**src/rtl/iob_ptfloat_unpack_pkg.sv**
```systemverilog
// Shared definitions for the ptfloat unpacker: FSM encoding and derived-width helpers.
// The same widths are used by the downstream ptfloat-to-double converter.
package iob_ptfloat_unpack_pkg;

    typedef enum logic [1:0] {
        ST_IDLE  = 2'd0,
        ST_SHIFT = 2'd1,
        ST_DONE  = 2'd2
    } state_t;

    // Exponent output width: widest exponent an EW_W-bit width field can describe.
    function automatic int exp_max_w(input int ew_w);
        return (2 ** ew_w) - 1;
    endfunction

    // Mantissa output width: everything below the exponent-width field.
    function automatic int man_max_w(input int data_w, input int ew_w);
        return data_w - ew_w;
    endfunction

endpackage

```
**src/rtl/iob_ptfloat_unpack.sv**
```systemverilog
// Iterative ptfloat unpacker: shifts the variable-width exponent out of the payload
// one bit per enabled cycle, leaving the mantissa MSB-aligned.
module iob_ptfloat_unpack
    import iob_ptfloat_unpack_pkg::*;
#(
    parameter int DATA_W = 32,
    parameter int EW_W   = 4
) (
    input  logic                     clk_i,
    input  logic                     arst_i,
    input  logic                     cke_i,
    input  logic                     start_i,
    input  logic [DATA_W-1:0]        data_i,
    output logic                     busy_o,
    output logic                     done_o,
    output logic                     zero_o,
    output logic [(2**EW_W)-2:0]     exp_o,
    output logic [DATA_W-EW_W-1:0]   man_o
);

    localparam int EXP_MAX_W = exp_max_w(EW_W);
    localparam int P         = man_max_w(DATA_W, EW_W);

    state_t               state;
    logic [EW_W-1:0]      cnt;
    logic [P-1:0]         shreg;
    logic [EXP_MAX_W-1:0] exp_acc;

    logic [EW_W-1:0]      ew_in;
    logic [P-1:0]         payload;
    logic [EXP_MAX_W-1:0] shift_exp;
    logic [P-1:0]         shift_man;

    // Field split of the incoming word and the next shift-step values.
    always_comb begin
        ew_in     = data_i[DATA_W-1 -: EW_W];
        payload   = data_i[P-1:0];
        shift_exp = {exp_acc[EXP_MAX_W-2:0], shreg[P-1]};
        shift_man = {shreg[P-2:0], 1'b0};
    end

    // Control FSM, shift datapath and registered outputs.
    always_ff @(posedge clk_i or posedge arst_i) begin
        if (arst_i) begin
            state   <= ST_IDLE;
            cnt     <= '0;
            shreg   <= '0;
            exp_acc <= '0;
            busy_o  <= 1'b0;
            done_o  <= 1'b0;
            zero_o  <= 1'b0;
            exp_o   <= '0;
            man_o   <= '0;
        end else if (cke_i) begin
            case (state)
                ST_IDLE, ST_DONE: begin
                    done_o <= 1'b0;
                    if (start_i) begin
                        shreg <= payload;
                        cnt   <= ew_in;
                        if (ew_in != '0) begin
                            // Pre-fill with the exponent sign so shifted-in bits end up sign-extended.
                            exp_acc <= {EXP_MAX_W{payload[P-1]}};
                            state   <= ST_SHIFT;
                            busy_o  <= 1'b1;
                        end else begin
                            exp_acc <= '0;
                            state   <= ST_DONE;
                            busy_o  <= 1'b0;
                            done_o  <= 1'b1;
                            man_o   <= payload;
                            zero_o  <= (payload == '0);
                            exp_o   <= '0;
                        end
                    end else begin
                        state  <= ST_IDLE;
                        busy_o <= 1'b0;
                    end
                end
                ST_SHIFT: begin
                    exp_acc <= shift_exp;
                    shreg   <= shift_man;
                    cnt     <= cnt - EW_W'(1);
                    if (cnt == EW_W'(1)) begin
                        state  <= ST_DONE;
                        busy_o <= 1'b0;
                        done_o <= 1'b1;
                        man_o  <= shift_man;
                        zero_o <= (shift_man == '0);
                        // A zero mantissa is reported with a canonical zero exponent.
                        exp_o  <= (shift_man == '0) ? '0 : shift_exp;
                    end else begin
                        state  <= ST_SHIFT;
                        busy_o <= 1'b1;
                    end
                end
                default: begin
                    state  <= ST_IDLE;
                    busy_o <= 1'b0;
                    done_o <= 1'b0;
                end
            endcase
        end
    end

endmodule

```
**config.mk**
```make
export PLATFORM = sky130hd
export DESIGN_NAME = iob_ptfloat_unpack
export DESIGN_NICKNAME = d
export VERILOG_FILES = /design/src/rtl/iob_ptfloat_unpack_pkg.sv /design/src/rtl/iob_ptfloat_unpack.sv
export SDC_FILE = /design/constraint.sdc
export NUM_CORES = 1
export LEC_CHECK = 0
export ABC_CLOCK_PERIOD_IN_PS = 2630
export CORE_MARGIN = 2
export CORE_UTILIZATION = 45
export CTS_BUF_LIST = sky130_fd_sc_hd__clkbuf_8
export CTS_CLUSTER_DIAMETER = 50
export DETAILED_ROUTE_END_ITERATION = 6
export PLACE_DENSITY = 0.74
export SLEW_MARGIN = 20
export SYNTH_ARGS = -nofsm -noshare
export SYNTH_HDL_FRONTEND = slang
export SYNTH_SLANG_ARGS = --single-unit
```
**constraint.sdc**
```tcl
create_clock -name clk_i -period 2.63 [get_ports clk_i]
set_clock_uncertainty 0.2 [all_clocks]
set_input_delay 0.263 -clock clk_i [delete_from_list [all_inputs] [get_ports clk_i]]
set_output_delay 0.263 -clock clk_i [all_outputs]
set_load 0.01 [all_outputs]
```
==> impl_metrics.toml <==
[run_status]
status = "finished clean"

[yosys]
ys.warnings.count = 0
netlist_instances = 387
ys_ff_latch = 93
syn_nets = 425
seq_area_frac_synth_pct = 57.7
yosys.area.top_type_share_pct = 57.7
syn_area_per_cell_sq_um = 10.4
yosys-top-cells-area = "dfrtp_1, o21ai_1, mux2i_1"
synthDistinctLibCells = 40
synth_edf_count = 0
netlist_area_sq_um = 4040
synth_ff_type = "dfrtp_1"
synth_largest_area_cell = "dfrtp_1"
async_flop_share_pct = 100

[timing]
fin_crit_ns = 2.18
timing.final.max_slew_violations = 0
finalCritPeriodShare_pct = 83.0
rsz0062_at_grt = "false"
fin_setup_tns_ns = 0
setup_violations = 0
whs_ns = 0.0638
worstMarginPinSlew_ns = 0.493
fmax_mhz = 458
finalHoldViolations = 0
slew_headroom_pct = 67.1

[clock_network]
postCtsHoldBufs = 0
ctsResizeCount = 0
numCtsBuffers = 9
postCtsSetupRepairBufs = 0
worstSkewPairLatency_ns = 0.36
clkTransAtPathRegs_ns = 0.09
cts_tree = "done"
clock_path_buffers = 2
cts_sinks = 93
htree_levels = 3
cts-root-buf = "clkbuf_8"

[critical_path]
cp.arrival_ns = 2.23
ff2ff_setup_slack_ns = 0.45
r2r_start = "cnt[1]"
worstSetupPathType = "reg -> reg"
critPathCaptureType = "flip-flop"
worstSetupStartpointType = "flip-flop"
timing.rr.end = "exp_o[9]"
critPathMaxFanout = 13
cp.required_ns = 2.68
r2r_cells = 7

[hold_path]
worstHoldPathType = "in -> async"

[detailed_routing]
vias = 3296
viasPerCell = 5.65
drt_iter0_markers = 208
avgRoutedWirePerCell_um = 16.8
drc = 0
wl_um = 9820
ant_nets = 0
dr.pass1.iters = 4

[global_routing]
grt_pass1_vias = 3310
grt_pass1_wl_um = 16700
grt_overflow = 0
grt_util_all_layers_pct = 21.5
antenna_found_initial = 0
grt_max_degree = 63

[power]
ir_worst_vdd_uv = 542
clkPwrFrac_pct = 15.2
internal_power_uw = 3850
p_switching_uw = 2470
power_frac_comb_pct = 44.5
power_density_nw_per_um2 = 1210
sequentialPowerShare_pct = 40.3
swShare_pct = 39.1
leakagePower_uw = 0.00227

[floorplan]
core_area_sq_um = 8720
io_pins = 82
fp-row-count = 34
fp.dieW_um = 98.7
die_h_um = 98.7
initial_core_util_pct = 46.3
die_area_sq_um = 9740

[placed_design]
io_buffers = 81
gp_congestion = 0.863
hpwlAfterDp_um = 7010
place_inst = 567

[cells_and_area]
antennaDiodeCount = 0
layout-area-overhead-vs-synth_pct = 29.5
stdcell_count = 583
final_util_pct = 59.9
drive_above_1_share_pct = 8.63
nets = 508

[run]
maxCapViolCount = 0
==> routing by layer <==
metal | GRT usage, % | share of wire [%] | vias up
li1 | - | - | 1557
met1 | 31.1 | 46 | 1622
met2 | 33.8 | 47 | 106
met3 | 3.40 | 5.4 | 11
met4 | 7.06 | 1.6 | 0
met5 | 0 | 0 | -
==> kinds of logic after synthesis <==
group	synth area share (%)
simple gates	11.4
fa+ha+maj	0.620
mux	6.70
compound gates	20.1
flops	57.7
buf+inv	3.53
==> through the flow <==
step	setup slack [ns]	power [uW]	area [sq um]
global route	0.313	6800	5230
CTS	0.459	6360	5230
floorplan	0.646	4160	4040
detailed placement	0.129	5390	5030
finish	0.446	6330	5230
global placement	0.166	5300	5030
==> cells in the final DEF (no fill, tap or decap), types with 2 or more instances in the layout <==
master,instances
a21oi_1,22
a22o_1,14
a31oi_1,2
buf_12,2
buf_4,14
clkbuf_8,9
clkdlybuf4s50_1,81
clkinv_2,2
clkinvlp_4,2
dfrtp_1,93
ha_1,2
inv_1,6
inv_6,2
mux2i_1,27
nand2_1,49
nor2_1,16
nor2b_1,2
nor3_1,3
nor3b_1,2
nor4_1,12
o21ai_1,86
or4_1,2
==> power by group through the flow <==
| stage | sequential, uW | combinational, uW | clock, uW |
|---|---|---|---|
| global placement | 2560 | 2750 | 0 |
| global route | 2640 | 3110 | 1050 |
| detailed placement | 2570 | 2820 | 0 |
| finish | 2550 | 2810 | 962 |
| CTS | 2550 | 2830 | 978 |
| floorplan | 2580 | 1580 | 0 |
==> sequential cells by signal, indices dropped and copies added, names as in the netlist <==
signal / count
man_o: 28
shreg: 28
exp_o: 15
exp_acc: 14
cnt: 4
busy_o: 1
done_o: 1
state: 1
zero_o: 1
==> how the worst max path moves through the flow <==
| stage | end | slack, ns | depth (start not counted) | start |
|---|---|---|---|---|
| floorplan | exp_o[10] | 0.65 | 6 | cnt[1] |
| global placement | exp_o[11] | 0.17 | 6 | data_i[30] |
| detailed placement | exp_o[5] | 0.13 | 6 | data_i[30] |
| CTS | exp_o[9] | 0.46 | 7 | cnt[1] |
| global route | exp_o[9] | 0.31 | 7 | cnt[1] |
| finish | exp_o[9] | 0.45 | 7 | cnt[1] |
==> Yosys cell counts, types with 2 or more instances <==
library cell,count
nor2_1,16
mux2i_1,27
inv_1,7
or4_1,2
ha_1,2
a21oi_1,22
buf_2,9
nor3_1,3
o21ai_1,87
a22o_1,14
nor3b_1,2
nand2_1,49
clkbuf_1,14
nand2b_1,2
nor4_1,12
nor2b_1,2
dfrtp_1,93
a31oi_1,2
==> area by class of cell <==
type,instances,area [sq um]
sequential,93,2330
timing repair buffer,97,956
fill,707,3490
clock buffer,9,124
tap,108,135
multi-input combinational,262,1580
inverter,7,30.0
clock inverter,7,73.8
==> worst max-delay path: stages, from the launching register on <==
cell     delay, ns
dfrtp_1       0.38
inv_1         0.11
ha_1          0.17
or3b_1        0.44
nand2_1       0.20
nand2_2       0.13
buf_4         0.21
a22o_1        0.24
Power figures use the tool's default switching activity.
